===== src/rtl/beam_pkg.sv =====
// Shared types, defaults and LED bucketing for the beam-forming shift search.
// Pure declarations; no latency or backpressure of its own.
package beam_pkg;

    localparam int DEF_DATA_WIDTH = 16;
    localparam int DEF_WINDOW     = 30;
    localparam int DEF_ACC_WIDTH  = 22;

    typedef enum logic [1:0] {
        IDLE    = 2'd0,
        CAPTURE = 2'd1,
        SEARCH  = 2'd2,
        DONE    = 2'd3
    } bf_state_t;

    // Splits the 2W candidate shifts evenly over the eight LEDs.
    function automatic logic [7:0] shift_to_led(input int idx, input int window);
        logic [7:0] one;
        one = 8'h01;
        return one << ((idx * 8) / (2 * window));
    endfunction

endpackage


===== src/rtl/beam_search_sequencer_sad_accumulator.sv =====
// Serial SAD term: |a-b| added with saturation, running minimum with lowest-shift tie rule.
// One term per enabled cycle; final_sad/final_idx are the min/idx including the current term.
module sad_accumulator
    import beam_pkg::*;
#(
    parameter int DATA_WIDTH = DEF_DATA_WIDTH,
    parameter int ACC_WIDTH  = DEF_ACC_WIDTH,
    parameter int SHIFT_W    = 6
) (
    input  logic                  clk,
    input  logic                  reset,
    input  logic                  clear,
    input  logic                  en,
    input  logic                  last,
    input  logic [SHIFT_W-1:0]    shift,
    input  logic [DATA_WIDTH-1:0] a,
    input  logic [DATA_WIDTH-1:0] b,
    output logic [ACC_WIDTH-1:0]  final_sad,
    output logic [SHIFT_W-1:0]    final_idx
);

    logic [ACC_WIDTH-1:0] acc;
    logic [ACC_WIDTH-1:0] min_sad;
    logic [SHIFT_W-1:0]   min_idx;
    logic [DATA_WIDTH:0]  diff;
    logic [DATA_WIDTH:0]  mag;
    logic [ACC_WIDTH:0]   sum;
    logic [ACC_WIDTH-1:0] total;
    logic                 better;

    always_comb begin
        diff      = {a[DATA_WIDTH-1], a} - {b[DATA_WIDTH-1], b};
        mag       = diff[DATA_WIDTH] ? (~diff + 1'b1) : diff;
        sum       = {1'b0, acc} + {{(ACC_WIDTH-DATA_WIDTH){1'b0}}, mag};
        total     = sum[ACC_WIDTH] ? '1 : sum[ACC_WIDTH-1:0];
        better    = total < min_sad;
        final_sad = better ? total : min_sad;
        final_idx = better ? shift : min_idx;
    end

    always_ff @(posedge clk or posedge reset) begin
        if (reset) begin
            acc     <= '0;
            min_sad <= '1;
            min_idx <= '0;
        end else if (clear) begin
            acc     <= '0;
            min_sad <= '1;
            min_idx <= '0;
        end else if (en) begin
            if (last) begin
                acc     <= '0;
                min_sad <= final_sad;
                min_idx <= final_idx;
            end else begin
                acc <= total;
            end
        end
    end

endmodule


===== src/rtl/beam_search_sequencer.sv =====
// Frame capture + serial SAD search over 2W shifts; result 2W*W cycles after the last sample.
// No backpressure: samples outside CAPTURE and starts outside IDLE are dropped (BF_AUTO_RESTART_EN loops frames).
module beam_search_sequencer
    import beam_pkg::*;
#(
    parameter int DATA_WIDTH = DEF_DATA_WIDTH,
    parameter int WINDOW     = DEF_WINDOW,
    parameter int ACC_WIDTH  = DEF_ACC_WIDTH,
    parameter int SHIFT_W    = $clog2(2*WINDOW)
) (
    input  logic                  clk,
    input  logic                  reset,
    input  logic                  start,
    input  logic                  sample_valid,
    input  logic [DATA_WIDTH-1:0] left_data_in,
    input  logic [DATA_WIDTH-1:0] right_data_in,
    output logic                  busy,
    output logic                  result_valid,
    output logic [SHIFT_W-1:0]    best_shift,
    output logic [ACC_WIDTH-1:0]  best_sad,
    output logic [7:0]            led_pattern
);

    localparam int FRAME = 3 * WINDOW;
    localparam int N_W   = $clog2(FRAME);
    localparam int J_W   = $clog2(WINDOW);

    bf_state_t            state;
    logic [N_W-1:0]       n;
    logic [J_W-1:0]       j;
    logic [SHIFT_W-1:0]   s;
    logic [DATA_WIDTH-1:0] left_buf  [WINDOW];
    logic [DATA_WIDTH-1:0] right_buf [FRAME];

    logic                 capture_en;
    logic                 frame_full;
    logic                 last_term;
    logic                 last_shift;
    logic [N_W-1:0]       left_wr;
    logic [N_W-1:0]       right_rd;
    logic [ACC_WIDTH-1:0] final_sad;
    logic [SHIFT_W-1:0]   final_idx;

    assign capture_en = (state == CAPTURE) && sample_valid;
    assign frame_full = capture_en && (n == N_W'(FRAME-1));
    assign last_term  = (j == J_W'(WINDOW-1));
    assign last_shift = (s == SHIFT_W'(2*WINDOW-1));
    assign left_wr    = n - N_W'(WINDOW);
    assign right_rd   = N_W'(j) + N_W'(s);

    // Buffers are deliberately left out of reset; every frame overwrites them fully.
    always_ff @(posedge clk) begin
        if (capture_en) begin
            right_buf[n] <= right_data_in;
            if (n >= N_W'(WINDOW) && n < N_W'(2*WINDOW))
                left_buf[left_wr[J_W-1:0]] <= left_data_in;
        end
    end

    sad_accumulator #(
        .DATA_WIDTH (DATA_WIDTH),
        .ACC_WIDTH  (ACC_WIDTH),
        .SHIFT_W    (SHIFT_W)
    ) u_sad (
        .clk       (clk),
        .reset     (reset),
        .clear     (frame_full),
        .en        (state == SEARCH),
        .last      (last_term),
        .shift     (s),
        .a         (left_buf[j]),
        .b         (right_buf[right_rd]),
        .final_sad (final_sad),
        .final_idx (final_idx)
    );

    always_ff @(posedge clk or posedge reset) begin
        if (reset) begin
            state        <= IDLE;
            n            <= '0;
            j            <= '0;
            s            <= '0;
            busy         <= 1'b0;
            result_valid <= 1'b0;
            best_shift   <= '0;
            best_sad     <= '0;
            led_pattern  <= 8'h00;
        end else begin
            result_valid <= 1'b0;
            case (state)
                IDLE: begin
                    if (start) begin
                        state <= CAPTURE;
                        n     <= '0;
                        busy  <= 1'b1;
                    end
                end
                CAPTURE: begin
                    if (sample_valid) begin
                        n <= n + 1'b1;
                        if (frame_full) begin
                            state <= SEARCH;
                            n     <= '0;
                            j     <= '0;
                            s     <= '0;
                        end
                    end
                end
                SEARCH: begin
                    if (last_term) begin
                        j <= '0;
                        if (last_shift) begin
                            // Publish on entry so result_valid is visible during DONE.
                            state        <= DONE;
                            s            <= '0;
                            best_shift   <= final_idx;
                            best_sad     <= final_sad;
                            led_pattern  <= shift_to_led(32'(final_idx), WINDOW);
                            result_valid <= 1'b1;
                        end else begin
                            s <= s + 1'b1;
                        end
                    end else begin
                        j <= j + 1'b1;
                    end
                end
                DONE: begin
`ifdef BF_AUTO_RESTART_EN
                    state <= CAPTURE;
                    n     <= '0;
`else
                    state <= IDLE;
                    busy  <= 1'b0;
`endif
                end
                default: state <= IDLE;
            endcase
        end
    end

endmodule


===== config.mk =====
export PLATFORM = sky130hd
export DESIGN_NAME = beam_search_sequencer
export DESIGN_NICKNAME = d
export VERILOG_FILES = /design/src/rtl/beam_pkg.sv /design/src/rtl/beam_search_sequencer_sad_accumulator.sv /design/src/rtl/beam_search_sequencer.sv
export SDC_FILE = /design/constraint.sdc
export NUM_CORES = 2
export LEC_CHECK = 0
export ABC_AREA = 0
export BUFFER_PORTS_ARGS = -buffer_cell sky130_fd_sc_hd__buf_2
export CAP_MARGIN = 20
export CORE_MARGIN = 2
export CORE_UTILIZATION = 57
export CTS_CLUSTER_DIAMETER = 80
export DETAILED_ROUTE_END_ITERATION = 10
export PLACE_DENSITY = 0.79
export SETUP_SLACK_MARGIN = 0.1
export SYNTH_ARGS = -nofsm -noshare
export SYNTH_HDL_FRONTEND = slang
export SYNTH_HIERARCHICAL = 1
export SYNTH_SLANG_ARGS = --single-unit

===== constraint.sdc =====
create_clock -name clk -period 10.3 [get_ports clk]
set_input_delay 0.515 -clock clk [delete_from_list [all_inputs] [get_ports clk]]
set_output_delay 0.515 -clock clk [all_outputs]
set_load 0.02 [all_outputs]

== Word level (Yosys, flattened, before mapping) ==
Memories as Yosys holds them, arrays and structs flattened.
Cells that the tools add are included.
Cells by class
  add/sub/neg operators: 8
  divide/modulo/power cells: 1
  $lt $le $gt $ge: 3
  eq/ne operators: 11
  shift operators: 1
  muxes and demuxes: 42
  bitwise operators: 1
  reduce and logical (&&, ||, !) cells: 16
Operators with widths (count)
  22-bit 2-to-1 mux: 8
  6-bit 2-to-1 mux: 8
  10-bit by 7-bit divider with 32-bit output (second input constant): 1
  1-bit by 32-bit left shift with 8-bit output (first input constant): 1
  22-bit by 17-bit adder with 23-bit output: 1
  22-bit less-than comparator: 1
  7-bit 2-to-1 mux: 3
  17-bit by 1-bit adder with 17-bit output (second input constant): 1
  17-bit 2-to-1 mux: 1
  17-bit NOT: 1
  16-bit by 16-bit subtractor with 17-bit output: 1
  5-bit 2-to-1 mux: 3
  7-bit case mux with 2 select lines: 1
  6-bit case mux with 2 select lines: 1
  2-bit 2-to-1 mux: 5
  2-bit inequality test (second input constant): 5
  5-bit case mux with 2 select lines: 1
  2-bit nonzero test: 5
  1-bit 2-to-1 mux: 9
  3-bit AND reduction: 3
  2-bit case mux with 4 select lines: 1
  5-bit by 6-bit adder with 7-bit output: 1
  7-bit by 1-bit adder with 7-bit output (second input constant): 1
  7-bit equality test (second input constant): 1
  other kinds (15): 19
Word-level totals
  bits in registers: 108
  bits in writable memories: 1920
  input port bits: 36
  output and inout port bits: 38
  word-level logic and storage cells: 97
  memories: 2
Memories
  right_buf: words 90, bits a word 16, rd ports 1, clocked after Yosys merged registers in 0, wr ports 1, RTL line beam_search_sequencer.sv:33  | logic [DATA_WIDTH-1:0] right_buf [FRAME];
  left_buf: words 30, bits a word 16, rd ports 1, clocked after Yosys merged registers in 0, wr ports 1, RTL line beam_search_sequencer.sv:32  | logic [DATA_WIDTH-1:0] left_buf [WINDOW];

== Depth between registers and ports, before layout ==
An unclocked memory read counts as a cell.
  word-level depth: 13
  mapped depth: 53
  gate-level depth less buffers: 46

== Hierarchy ==
Netlist, hierarchy kept.
Modules (own cells, without submodules)
  beam_search_sequencer: times used 1, cells each 3675, area each 77216.6 um^2, sequential area each 59106.7 um^2
  sad_accumulator: times used 1, cells each 582, area each 4883.4 um^2, sequential area each 1278.7 um^2

== Worst setup path before layout ==
Ideal clock, no wire load.
  path type: register to register
  start point: reg s[0]
  end point: reg led_pattern[0]
  library setup time: 121 ps
  data arrival time: 10556 ps
  required time: 10179 ps
  setup slack: -377 ps
  cell stages (with the launch flop): 48
  buffers on the path: 6
  clock period less this slack: 10677 ps
  path through: dfrtp_1 -> ha_1 -> fa_1 -> buf_2 -> buf_4 -> buf_2 -> buf_1 -> mux4_2 -> mux2i_1 -> o22ai_1 -> a21oi_1 -> nand4_1 -> ha_1 -> fa_1 -> nor2b_4 -> o2111ai_1 -> a31oi_1 -> nand3_1 -> [12 not listed] -> ha_1 -> and3_1 -> a22o_1 -> o21ai_0 -> nand3_1 -> a221o_1 -> a31oi_4 -> buf_2 -> mux2_2 -> and3_1 -> clkbuf_1 -> ha_1 -> nand3b_1 -> and3b_1 -> nor2_1 -> o31ai_1 -> nor2_1 -> a22o_1
On the way
  longest elaborated chain between the ends: 12
  elaborated cells between the ends (all ways): 14
  classes of those cells: add/sub: 4; div: 1; order compare: 1; eq/ne: 1; shift: 1; mux: 3; bitwise: 1; reduce/logical: 1; memory: 1
Ends and longest elaborated chain
  from (decl): RTL line beam_search_sequencer.sv:31  | logic [SHIFT_W-1:0] s;
  from (signal assigned): RTL line beam_search_sequencer.sv:121  | s <= s + 1'b1;
  5-bit by 6-bit adder with 7-bit output (*): RTL line beam_search_sequencer.sv:49  | assign right_rd = N_W'(j) + N_W'(s);
  memory read 90 x 16 bit (*)
  16-bit by 16-bit subtractor with 17-bit output (*): RTL line beam_search_sequencer_sad_accumulator.sv:32  | diff = {a[DATA_WIDTH-1], a} - {b[DATA_WIDTH-1], b};
  17-bit NOT: RTL line beam_search_sequencer_sad_accumulator.sv:33  | mag = diff[DATA_WIDTH] ? (~diff + 1'b1) : diff;
  17-bit by 1-bit adder with 17-bit output: RTL line beam_search_sequencer_sad_accumulator.sv:33
  17-bit 2-to-1 mux (*): RTL line beam_search_sequencer_sad_accumulator.sv:33
  22-bit by 17-bit adder with 23-bit output (*): RTL line beam_search_sequencer_sad_accumulator.sv:34  | sum = {1'b0, acc} + {{(ACC_WIDTH-DATA_WIDTH){1'b0}}, mag};
  22-bit 2-to-1 mux (*): RTL line beam_search_sequencer_sad_accumulator.sv:35  | total = sum[ACC_WIDTH] ? '1 : sum[ACC_WIDTH-1:0];
  22-bit less-than comparator (*): RTL line beam_search_sequencer_sad_accumulator.sv:36  | better = total < min_sad;
  6-bit 2-to-1 mux (*): RTL line beam_search_sequencer_sad_accumulator.sv:38  | final_idx = better ? shift : min_idx;
  via final_idx[4]: RTL line beam_search_sequencer.sv:42  | logic [SHIFT_W-1:0] final_idx;
  10-bit by 7-bit divider with 32-bit output (*): RTL line beam_pkg.sv:20  | return one << ((idx * 8) / (2 * window));
  1-bit by 32-bit left shift with 8-bit output (*): RTL line beam_pkg.sv:20
  to (signal assigned): RTL line beam_search_sequencer.sv:118  | led_pattern <= shift_to_led(32'(final_idx), WINDOW);
  to (decl): RTL line beam_search_sequencer.sv:21  | output logic [7:0] led_pattern
Mark *: on every way through the listed nets, which the timed path passes. The rest lies on a longest branch.
A chain may end at the register's enable or synchronous reset.

== Final worst setup path ==
  start point: reg j[0]
  end point: reg led_pattern[7]
On the way
  longest elaborated chain between the ends: 12
  elaborated cells between the ends (all ways): 15
  classes of those cells: add/sub: 4; div: 1; order compare: 1; eq/ne: 1; shift: 1; mux: 3; bitwise: 1; reduce/logical: 1; memory: 2
Ends and longest elaborated chain
  from (decl): RTL line beam_search_sequencer.sv:30  | logic [J_W-1:0] j;
  from (signal assigned): RTL line beam_search_sequencer.sv:124  | j <= j + 1'b1;
  5-bit by 6-bit adder with 7-bit output: RTL line beam_search_sequencer.sv:49
  memory read 90 x 16 bit
  16-bit by 16-bit subtractor with 17-bit output (*): RTL line beam_search_sequencer_sad_accumulator.sv:32
  17-bit NOT: RTL line beam_search_sequencer_sad_accumulator.sv:33
  17-bit by 1-bit adder with 17-bit output: RTL line beam_search_sequencer_sad_accumulator.sv:33
  17-bit 2-to-1 mux (*): RTL line beam_search_sequencer_sad_accumulator.sv:33
  22-bit by 17-bit adder with 23-bit output (*): RTL line beam_search_sequencer_sad_accumulator.sv:34
  22-bit 2-to-1 mux (*): RTL line beam_search_sequencer_sad_accumulator.sv:35
  22-bit less-than comparator (*): RTL line beam_search_sequencer_sad_accumulator.sv:36
  6-bit 2-to-1 mux (*): RTL line beam_search_sequencer_sad_accumulator.sv:38
  via final_idx[2]: RTL line beam_search_sequencer.sv:42
  10-bit by 7-bit divider with 32-bit output (*): RTL line beam_pkg.sv:20
  1-bit by 32-bit left shift with 8-bit output (*): RTL line beam_pkg.sv:20
Marks and branches as above.

==> key figures <==
Timing
  – Relative slew slack: 0.219
  – TNS Setup: -4070 ps
  – Fin crit share: 1.06
  – Final setup fails: 8
  – Slew @ Worst Pin: 1170 ps
  – Clock Skew: 41.1 ps
  – Period minus WS final: 10870 ps
  – Final hold vios: 0
  – Final Max Tran Viols: 0
  – RSZ-0062 raised after global routing: true
  – Peak Freq: 92.0 MHz
  – Final WS setup: -569 ps

Floorplanning
  – Core area: 143000 sq um
  – Die height: 384 microns
  – Row count: 139
  – Die W: 384 microns
  – IO Pins: 74
  – Starting density of the core: 0.573
  – Total die area: 147000 sq um

Synthesis
  – Synthesized area per cell: 19.3 sq um
  – Fraction of registers with async set/reset: 0.0533
  – Synth area leader: edfxtp_1
  – Top cells by area, synth: edfxtp_1 70%, mux4_2 14%, dfrtp_1 2.6%, nand2_1 1.4%, mux2_2 1.2%
  – Count of unique library cells instantiated by Yosys: 89
  – Gate Count Post-Synth: 4257
  – Register area share after synthesis: 0.736
  – Yosys warnings: 6
  – Number of flops mapped to enable cells by yosys: 1920
  – Synth Register Bits: 2028
  – Mapped Area: 82100 sq um
  – Syn Nets: 4373
  – Most common flop cell mapped by yosys: edfxtp_1
  – Post-synth top area share: 0.702

Layout
  – Multi-input logic area: 21300 sq um
  – Nets: 4981
  – Most frequent cells in the layout: 1920 x edfxtp_1, 496 x mux4_2, 486 x buf_4, 305 x nand2_1, 190 x clkbuf_16
  – Fillers: 8540
  – Area growth from synthesis to layout: 17.3%
  – Share of cells above drive strength 1: 0.342
  – Most common cell after layout, fill and taps aside: edfxtp_1
  – Final core utilization: 0.672
  – Final instance area: 96300 sq um
  – FF/Latch Area: 60400 sq um

Critical path
  – Critical Path Start Type: flop
  – Crit path buf inv count: 10
  – Worst reg2reg setup slack: -570 ps
  – Worst-case reg-to-reg path depth: 47
  – Crit path arrival time: 11580 ps
  – Critical path fanouts, max: 35
  – Crit-path most repeated cell: buf_4
  – Reg2Reg Capture Point: led_pattern[7]$_DFFE_PP0P_
  – Nature of the critical path endpoint: flop
  – Kind of critical path: flop to flop
  – Critical path origin: j[0]$_DFFE_PP0P_
  – Critical path's top delay family: compound AO/OA/AOI/OAI gates
  – Worst flop-to-flop path startpoint: j[0]$_DFFE_PP0P_
  – CP max stage delay: 760 ps
  – WP data required: 11020 ps
  – Critical path's slowest cell: fa_4

Min path
  – Hold Crit Depth: 1
  – HP Start: right_data_in[15]
  – Hold Path End: right_buf[40][15]$_DFFE_PP_
  – Worst Hold Class: input pin to flop

Clock tree
  – Num CTS Buffers: 186
  – Clk root buf: clkbuf_16
  – Number of clock sinks: 2028
  – Htree depth: 4
  – CTS tree: built
  – Max clock buf depth: 3
  – CTS clk-pin slew, worst paths: 60 ps
  – Worst skew pair latency: 840 ps

GRT
  – First-pass GRT wire length: 317000 microns
  – Vias in the first global route: 46.5k
  – Total GRT Usage: 0.299
  – Initial antenna violation count: 10
  – Total grt overflow: 0
  – Largest net degree at the start of global routing: 113

Placed design
  – DP Area: 88100 sq um
  – Port-buffer cells: 73
  – Dpl hpwl: 122000 microns
  – GPL Wtd Cong: 0.979

Routing
  – Initial drt markers: 6583
  – Vias per cell: 6.73
  – Drt total wl: 221000 microns
  – Remaining antenna violation count: 0
  – WL/cell: 32.0 microns
  – TritonRoute pass-1 iters: 9
  – DRC: 2
  – Total number of vias: 46.6k

Power
  – P per Cell Area: 275 nW/um^2
  – Worst vdd rail ir drop: 0.000389 V
  – Static Leak: 32.3 nW

Status
  – Violated checks: design-rule violations, negative setup slack
  – Status: finished, violations left

Job
  – Maxcap violations: 0
[metal layers]
layer | up-vias | share of wire | wire length [microns] | track usage
met1 | 23908 | 0.35 | 76900 | 0.397
met2 | 3515 | 0.49 | 108000 | 0.480
met4 | 8 | 0.050 | 11100 | 0.135
li1 | 18521 | - | - | -
met5 | - | 0.00020 | 44 | 0
met3 | 636 | 0.11 | 25300 | 0.0663
[registers in the layout, summed over array words and instances (netlist names)]
name           count
s                  6
n                  7
right_buf       1440
left_buf         480
best_shift         6
result_valid       1
led_pattern        8
u_sad/min_idx      6
u_sad/min_sad     22
u_sad/acc         22
busy               1
best_sad          22
state              2
j                  5
[worst register-to-register path: cells and delay by family (launching register included)]
kind	cells	cell delay, ps
adders and majority gates	6	2090
AOI/OAI and AO/OA	17	3920
DFF	1	480
xor gates and xnor gates	2	240
muxes	2	740
and+or+nand+nor	10	1770
buffers and inverters	10	1530
[what timing repair did]
item,in CTS,in global routing
gates cloned,5,1
hold endpoints to repair,86,0
gates resized for setup,121,92
buffers inserted,66,18
pin swaps,61,74
endpoints found under the setup margin,42,62
hold buffers,1,0
[logic make-up after synthesis]
kind of cell,share of synthesized area
adder cells (fa/ha/maj),0.0125
XOR/XNOR,0.00468
AND/OR/NAND/NOR,0.0403
buffers and inverters,0.0164
AO/OA/AOI/OAI,0.0349
flip-flops,0.736
multiplexers,0.156
[worst max path at each step]
stage	slack, ps	cells after the start	endpoint
after CTS	-210	46	led_pattern[0]$_DFFE_PP0P_
final	-570	47	led_pattern[7]$_DFFE_PP0P_
after floorplan	120	51	led_pattern[0]$_DFFE_PP0P_
after detailed placement	-770	48	led_pattern[6]$_DFFE_PP0P_
after global routing	-760	48	led_pattern[7]$_DFFE_PP0P_
after global placement	-510	47	led_pattern[3]$_DFFE_PP0P_
[area by class of cell]
class / count / area share
Sequential cell: 2028 / 0.627
Multi-Input combinational cell: 1932 / 0.222
Timing Repair Buffer: 642 / 0.0594
Clock buffer: 217 / 0.0502
Tap cell: 1903 / 0.0247
Clock inverter: 122 / 0.0136
Inverter: 75 / 0.00292
Antenna cell: 3 / 0.0000780
[report_power, final]
| group | total [mW] | internal [mW] | switching, mW |
|---|---|---|---|
| sequential | 9.19 | 9.11 | 0.0777 |
| clock | 6.99 | 3.93 | 3.06 |
| combinational | 10.3 | 5.27 | 5.06 |
| total | 26.5 | 18.3 | 8.20 |
[metrics by stage]
step	cells	setup slack [ps]	power [mW]	hold WS [ps]
floorplan	4257	124	14.7	456
global placement	6481	-508	17.9	459
detailed placement	6486	-773	18.0	484
CTS	6897	-211	26.1	65.6
global route	6919	-761	27.6	36.3
finish	6922	-569	26.5	46.4
[Yosys cell counts (13+ instances only)]
master	count
edfxtp_1	1920
mux4_2	496
nand2_1	312
nor2_1	194
a21oi_1	116
clkbuf_1	107
nand3_1	98
mux2_2	87
dfrtp_1	86
ha_1	77
inv_1	75
buf_2	70
o21ai_0	66
mux2i_1	53
a22o_1	36
and3_1	33
a31oi_1	32
nand4_1	31
xnor2_1	25
dfstp_2	22
a21o_1	21
a211oi_1	19
buf_1	19
nor2b_1	19
o22ai_1	19
xor2_1	17
a22oi_1	15
a311oi_1	15
buf_4	13
No activity file was read; power rests on OpenSTA's default activity.
